[config.mk]
export PLATFORM = sky130hd
export DESIGN_NAME = dmem_arbiter
export DESIGN_NICKNAME = d
export VERILOG_FILES = /design/src/rtl/dmem_arbiter.sv
export SDC_FILE = /design/constraint.sdc
export NUM_CORES = 1
export LEC_CHECK = 0
export CAP_MARGIN = 20
export CORE_AREA = 2 2 116 118
export DETAILED_ROUTE_END_ITERATION = 10
export DIE_AREA = 0 0 118 120
export GPL_ROUTABILITY_DRIVEN = 0
export GPL_TIMING_DRIVEN = 1
export HOLD_SLACK_MARGIN = 0.08
export PLACE_DENSITY = 0.53
export SLEW_MARGIN = 5
export SYNTH_ARGS = -nofsm -noshare
export SYNTH_HDL_FRONTEND = slang
export SYNTH_SLANG_ARGS = --single-unit
export TNS_END_PERCENT = 20
[constraint.sdc]
create_clock -name clk -period 1.6 [get_ports clk]
set_clock_uncertainty 0.05 [all_clocks]
set_input_delay 0.32 -clock clk [delete_from_list [all_inputs] [get_ports clk]]
set_output_delay 0.32 -clock clk [all_outputs]
set_load 0.02 [all_outputs]
[src/rtl/dmem_arbiter.sv]
// dmem_arbiter: two-port (core, loader) arbiter onto a single-ported data memory.
// Latency: grant is combinational in the request cycle; read data returns one cycle after the grant.
// Backpressure: a requester that is not granted holds req/we/addr/wdata until its gnt; there are no response stalls.
//
// Ports:
//   clk, rst                           - clock (rising edge), asynchronous active-low reset
//   c_req/c_we/c_addr/c_wdata -> c_gnt - core request, granted combinationally
//   c_rvalid/c_rdata                   - core read response, one cycle after a read grant
//   l_req/l_we/l_addr/l_wdata -> l_gnt - loader request, granted combinationally
//   l_rvalid/l_rdata                   - loader read response, one cycle after a read grant
//   l_lock                             - loader burst lock (only with DMEM_ARB_LOCK_EN)
//   m_en/m_we/m_addr/m_wdata, m_rdata  - memory access port
//
// Build option: define DMEM_ARB_LOCK_EN to add the loader burst lock (LOCKED state, l_lock
// port, lock counter). Without it arbitration is pure round-robin.
module dmem_arbiter #(
    parameter int AW       = 32,
    parameter int DW       = 32,
    parameter int LOCK_MAX = 16
) (
    input  logic          clk,
    input  logic          rst,
    input  logic          c_req,
    input  logic          c_we,
    input  logic [AW-1:0] c_addr,
    input  logic [DW-1:0] c_wdata,
    output logic          c_gnt,
    output logic          c_rvalid,
    output logic [DW-1:0] c_rdata,
    input  logic          l_req,
    input  logic          l_we,
    input  logic [AW-1:0] l_addr,
    input  logic [DW-1:0] l_wdata,
    output logic          l_gnt,
    output logic          l_rvalid,
    output logic [DW-1:0] l_rdata,
`ifdef DMEM_ARB_LOCK_EN
    input  logic          l_lock,
`endif
    output logic          m_en,
    output logic          m_we,
    output logic [AW-1:0] m_addr,
    output logic [DW-1:0] m_wdata,
    input  logic [DW-1:0] m_rdata
);

    // A zero lock budget would let the core in on every locked cycle, defeating the lock.
    if (LOCK_MAX < 1) begin : g_bad_lock_max
        $error("dmem_arbiter: LOCK_MAX must be at least 1");
    end

    // State names the owner of the previous cycle's grant.
`ifdef DMEM_ARB_LOCK_EN
    typedef enum logic [1:0] {
        ST_IDLE   = 2'd0,
        ST_CORE   = 2'd1,
        ST_LOADER = 2'd2,
        ST_LOCKED = 2'd3
    } state_e;
`else
    typedef enum logic [1:0] {
        ST_IDLE   = 2'd0,
        ST_CORE   = 2'd1,
        ST_LOADER = 2'd2
    } state_e;
`endif

    state_e state_q, state_d;
    logic   ptr_q, ptr_d;     // contention winner: 0 = core, 1 = loader
    logic   rv_q, rv_d;       // a read response is due this cycle
    logic   c_win, l_win;
    logic   resp_own;         // 1 = pending response belongs to the loader

`ifdef DMEM_ARB_LOCK_EN
    localparam int CW = $clog2(LOCK_MAX + 1);

    logic          own_q, own_d;
    logic [CW-1:0] cnt_q, cnt_d;
    logic          lock_full;

    // LOCKED can follow a core grant (budget release), so the state alone
    // cannot say who owns the response; keep a dedicated owner flop.
    assign lock_full = (cnt_q == CW'(LOCK_MAX));
    assign resp_own  = own_q;
`else
    // Without the lock the state register is exactly the previous grant owner.
    assign resp_own = (state_q == ST_LOADER);
`endif

    // Grant selection. Gated by rst so every output is 0 while reset is held.
    always_comb begin
        c_win = 1'b0;
        l_win = 1'b0;
        if (rst) begin
`ifdef DMEM_ARB_LOCK_EN
            if (state_q == ST_LOCKED) begin
                // Loader owns the memory; the core only gets in once the budget is used up.
                if (lock_full && c_req) begin
                    c_win = 1'b1;
                end else begin
                    l_win = l_req;
                end
            end else
`endif
            begin
                if (c_req && (!l_req || !ptr_q)) begin
                    c_win = 1'b1;
                end else if (l_req) begin
                    l_win = 1'b1;
                end
            end
        end
    end

    assign c_gnt = c_win;
    assign l_gnt = l_win;

    // Memory port mux; address/data forced to 0 when idle.
    always_comb begin
        m_en    = c_win | l_win;
        m_we    = 1'b0;
        m_addr  = '0;
        m_wdata = '0;
        if (c_win) begin
            m_we    = c_we;
            m_addr  = c_addr;
            m_wdata = c_wdata;
        end else if (l_win) begin
            m_we    = l_we;
            m_addr  = l_addr;
            m_wdata = l_wdata;
        end
    end

    assign c_rvalid = rv_q & ~resp_own;
    assign l_rvalid = rv_q & resp_own;
    assign c_rdata  = c_rvalid ? m_rdata : '0;
    assign l_rdata  = l_rvalid ? m_rdata : '0;

    // Next state, pointer and response tracking.
    always_comb begin
        state_d = ST_IDLE;
        ptr_d   = ptr_q;
        rv_d    = (c_win | l_win) & ~m_we;
`ifdef DMEM_ARB_LOCK_EN
        own_d   = l_win;
        cnt_d   = '0;
`endif
        if (c_win) begin
            ptr_d   = 1'b1;
            state_d = ST_CORE;
`ifdef DMEM_ARB_LOCK_EN
            // Budget release: go straight back to LOCKED if the burst is still on.
            if (state_q == ST_LOCKED && l_req && l_lock) begin
                state_d = ST_LOCKED;
            end
`endif
        end else if (l_win) begin
            ptr_d   = 1'b0;
            state_d = ST_LOADER;
`ifdef DMEM_ARB_LOCK_EN
            if (l_lock) begin
                state_d = ST_LOCKED;
                cnt_d   = lock_full ? cnt_q : cnt_q + 1'b1;
            end
`endif
        end
    end

    always_ff @(posedge clk or negedge rst) begin
        if (!rst) begin
            state_q <= ST_IDLE;
            ptr_q   <= 1'b0;
            rv_q    <= 1'b0;
`ifdef DMEM_ARB_LOCK_EN
            own_q   <= 1'b0;
            cnt_q   <= '0;
`endif
        end else begin
            state_q <= state_d;
            ptr_q   <= ptr_d;
            rv_q    <= rv_d;
`ifdef DMEM_ARB_LOCK_EN
            own_q   <= own_d;
            cnt_q   <= cnt_d;
`endif
        end
    end

endmodule

# Word level (Yosys, flattened, before mapping)
# Index checks and enable logic that the tools add are counted.
[word_totals]
regBits = 4
inputBits = 166
output_inout_bits = 134
[op_classes]
eq_ne = 1
mux = 17
bitwise = 6
reduce_logical = 5
[ops]
columns = ["operator", "count"]
rows = [
  ["32-bit 2-to-1 mux", 6],
  ["1-bit 2-to-1 mux", 9],
  ["2-bit 2-to-1 mux", 2],
  ["1-bit AND", 3],
  ["2-bit == test (second input constant)", 1],
  ["1-bit logical NOT", 2],
  ["1-bit NOT", 2],
  ["2-bit nonzero test", 1],
  ["1-bit logical AND", 1],
  ["1-bit logical OR", 1],
  ["1-bit OR", 1],
]

# Depth between registers and ports, before layout
[logic_depth]
ltp_word = 9
mapped_depth = 5
mapped_depth_nobuf = 3

# Worst setup path after synthesis
# OpenSTA, ideal clock, no wires.
[synth_path]
path_type = "register to output"
startpoint = "register ptr_q"
endpoint = "output port m_addr[0]"
arrival_ps = 1210
path_slack_ps = 20
stages_incl_launch_ff = 6
path_cell_list = "dfrtp_1 -> nand2_1 -> nand2_1 -> buf_4 -> buf_2 -> o22ai_1"
[synth_via]
elab_chain_cells = 7
word_cells_on_any_way = 9
classes_between = "mux: 6; reduce/logical: 3"
[synth_lines]
columns = ["item", "line", "source"]
rows = [
  ["start: declaration", "69", "logic ptr_q, ptr_d;"],
  ["start signal: assignment", "181", "ptr_q <= ptr_d;"],
  ["1-bit logical NOT (*)", "106", "if (c_req && (!l_req || !ptr_q)) begin"],
  ["1-bit logical OR (*)", "106", ""],
  ["1-bit logical AND (*)", "106", ""],
  ["1-bit 2-to-1 mux", "106", ""],
  ["1-bit 2-to-1 mux", "94", "if (rst) begin"],
  ["32-bit 2-to-1 mux", "128", "end else if (l_win) begin"],
  ["32-bit 2-to-1 mux (*)", "124", "if (c_win) begin"],
  ["end: declaration", "42", "output logic [AW-1:0] m_addr,"],
]
# Every way passes the cells marked *; elsewhere a longest branch is shown, timed or not.

# Final worst setup path
[layout_path]
startpoint = "register ptr_q"
endpoint = "output port m_wdata[31]"
[layout_via]
elab_chain_cells = 7
word_cells_on_any_way = 9
classes_between = "mux: 6; reduce/logical: 3"
[layout_lines]
columns = ["item", "line", "source"]
rows = [
  ["1-bit logical NOT (*)", "106", ""],
  ["1-bit logical OR (*)", "106", ""],
  ["1-bit logical AND (*)", "106", ""],
  ["1-bit 2-to-1 mux", "106", ""],
  ["1-bit 2-to-1 mux", "94", ""],
  ["32-bit 2-to-1 mux", "128", ""],
  ["32-bit 2-to-1 mux (*)", "124", ""],
  ["end: declaration", "43", "output logic [DW-1:0] m_wdata,"],
]
# Marked as above.

==> results.md <==
* Status: finished, violations left
* Violated checks: setup timing
* Ratio of routed vias to standard cells at 4.336
* Post-route cell area at about 4900 um^2
* Post-DR wirelength/cell at roughly 15 um
* Endpoint of the most critical setup path: m_wdata[31]
* Worst setup path category: reg2out
* Worst-case reg-to-reg path depth at 4
* Vias in the first global route at ~3.5k
* Setup TNS at -10.51 ns
* Crit path from: ptr_q$_DFFE_PN0P_
* Primary flip-flop cell chosen by synthesis mapping: sky130_fd_sc_hd__dfrtp_1
* Clock buffers created by TritonCTS at 3
* Post-CTS Hold Fix Bufs at 0
* Global-route congestion overflow total at 0
* CTS Sinks at 4
* Post-Place Cell Area at 4910 um^2
* Number of remaining DRC errors at 0
* CTS Root Cell: sky130_fd_sc_hd__clkbuf_16
* Maximum VDD drop at 0.2466 mV
* Worst hold-check slack at 0.2038 ns
* Synth Net Count at 520
* Synth warnings at 0
* Post-synthesis cell area at 1648 um^2
* Part of the Yosys area used for sequential elements at 0.06074
* Tcrit/Tclk final at 1.121
* Final hold violation count at 0
* Critical path required time at 1.23 ns
* DRT Pass-1 Iters at 5
* Number of antenna violations at the first check in global routing at 0
* Async set-or-reset flop fraction in the synthesized netlist at 1.000
* Number of buffers on the longest clock path at 2
* #FFs+latches synth at 4
* Commonest cells after routing, fill and taps aside: 162 x sky130_fd_sc_hd__nand2_1, 162 x sky130_fd_sc_hd__clkdlybuf4s50_1, 106 x sky130_fd_sc_hd__buf_4
* Min-delay worst type: in2async
* Maximum number of pins on one net before global-route repair at 48
* RSZ-0062 raised after global routing: true
* Share of final-layout standard cells stronger than drive strength 1 at 0.2897
* Max-cap check violation count at 0
* Number of unique standard cell types used by synthesis at 16
* Die Outline Area at 14160 um^2
* Syn-to-layout area delta at 196.5%
* Total via count in the routed design at 3547
* Total Routing Usage GR at 0.1491
* Diode insertion count for antenna repair at 0
* Worst relative slew slack at 0.8592
* Post-route worst setup slack at -0.1929 ns
* Drt first-iter violations at between 100 and 150
* Critical register-to-register path startpoint: ptr_q$_DFFE_PN0P_
* DIE WIDTH at 118 um
* Critical path launch point type: flip-flop
* DP HPWL at 8873 um
* Final setup violating endpoints at 78
* Reg2reg setup slack at ~0.41 ns
* H-tree lvl count at 1
* First-pass GRT wire length at 17280 um
* Arrival time of data at the critical path endpoint at 1.42 ns
* Number of synthesized flops with an enable pin at 0
* CP Capture Type: primary output
* Source-to-sink clock delay at the later pin of the worst-skew pair at 0.23 ns
* IO Port Bufs at approximately 300
* Remaining antenna violation count after routing at 0
* Crit path time final at 1.793 ns
* Reg-to-reg critical path endpoint: rv_q$_DFF_PN0_
* Post-synthesis area per instance at 4.655 um^2
* Total Nets Final at between 800 and 900
* IO Pins at 300
* TritonCTS clock tree: yes
* Height of the chip at 120 um
* Max frequency at 557.8 MHz
* CP max FO at 12
* Worst Tran Pin Value at about 0.21 ns
* Placeable core area at 12980 um^2
* P per Cell Area at 442.6 nW/um^2
* Number of max-slew violations in the final report at 0
* Number of rows created at floorplan at between 40 and 50
* Leakage at about 2.3 nW
* Initial Utilization at 0.1270
* Clk pin slew, worst setup/hold paths at 0.03 ns
* Count of mapped cells out of synthesis at 354
* Total wire length after detailed routing at 12040 um
==> how the worst min path moves through the flow <==
stage | start | end | depth (start not counted)
floorplan | rst | ptr_q$_DFFE_PN0P_ | 0
global placement | rst | rv_q$_DFF_PN0_ | 2
detailed placement | rst | rv_q$_DFF_PN0_ | 2
CTS | rst | state_q[0]$_DFF_PN0_ | 2
global route | rst | state_q[0]$_DFF_PN0_ | 2
finish | rst | state_q[0]$_DFF_PN0_ | 2
==> final cells by class <==
cell class	count	area, um^2
Timing Repair Buffer	326	3048
Sequential cell	4	101.3
Tap cell	176	220.2
Multi-Input combinational cell	307	1434
Fill cell	1433	8094
Clock buffer	3	75.07
Inverter	2	7.507
==> worst max-delay path, stage by stage (launching register included) <==
cell and delay (ns):
sky130_fd_sc_hd__dfrtp_2 0.42, sky130_fd_sc_hd__o21ai_4 0.15, sky130_fd_sc_hd__buf_12 0.17, sky130_fd_sc_hd__clkbuf_16 0.19
sky130_fd_sc_hd__o22ai_1 0.10, sky130_fd_sc_hd__buf_2 0.16
==> per-layer routing <==
metal  vias to the layer above  GRT usage  wire length [um]
met1                      1576     0.1537              4478
li1                       1744          -                 -
met3                        18    0.05466              1227
met4                         0    0.02861               237
met5                         -          0                 0
met2                       209     0.2885              6098
==> sequential cells by signal (all words and copies together), names as in the netlist <==
register / flops
state_q: 2
rv_q: 1
ptr_q: 1
==> report_power, final <==
group / total [W] / internal (W) / switching (W)
logic: 0.00164 / 0.000854 / 0.000787
registers: 0.000126 / 0.000113 / 0.0000128
clock network: 0.000396 / 0.000320 / 0.0000759
total: 0.00216 / 0.00129 / 0.000875
==> cells by family after synthesis <==
logic type      after synthesis  share of synthesized area
compound gates               69                     0.2642
buf+inv                      43                     0.1253
simple gates                238                     0.5497
flops                         4                    0.06075
==> through the flow <==
| step | util | worst slack, ns | total power, W | instances |
|---|---|---|---|---|
| floorplan | - | 0.02045 | 0.0007880 | 354 |
| global placement | 0.3783 | -0.8616 | 0.001707 | 808 |
| detailed placement | 0.3783 | -0.8502 | 0.001712 | 808 |
| CTS | 0.3639 | -0.1707 | 0.002107 | 816 |
| global route | 0.3764 | -0.2302 | 0.002289 | 818 |
| finish | 0.3764 | -0.1929 | 0.002163 | 818 |
==> synth_stat cells (all sizes together), types with 2 or more instances <==
cell type	n	area, um^2
inv	2	7.500
dfrtp	4	100.1
nand2	164	615.6
buf	26	142.6
nor2	69	259.0
o22ai	65	406.6
and2	2	12.51
nand2b	2	12.51
clkbuf	15	56.30
==> what timing repair did <==
item / 4_1_cts / 5_1_grt
buffers inserted: 2 / 0
hold endpoints to repair: 0 / 0
endpoints found under the setup margin: 134 / 133
resized for setup: 638 / 45
pin swaps: 1 / 1
cloned: 3 / 2
Power figures use the tool's default switching activity.
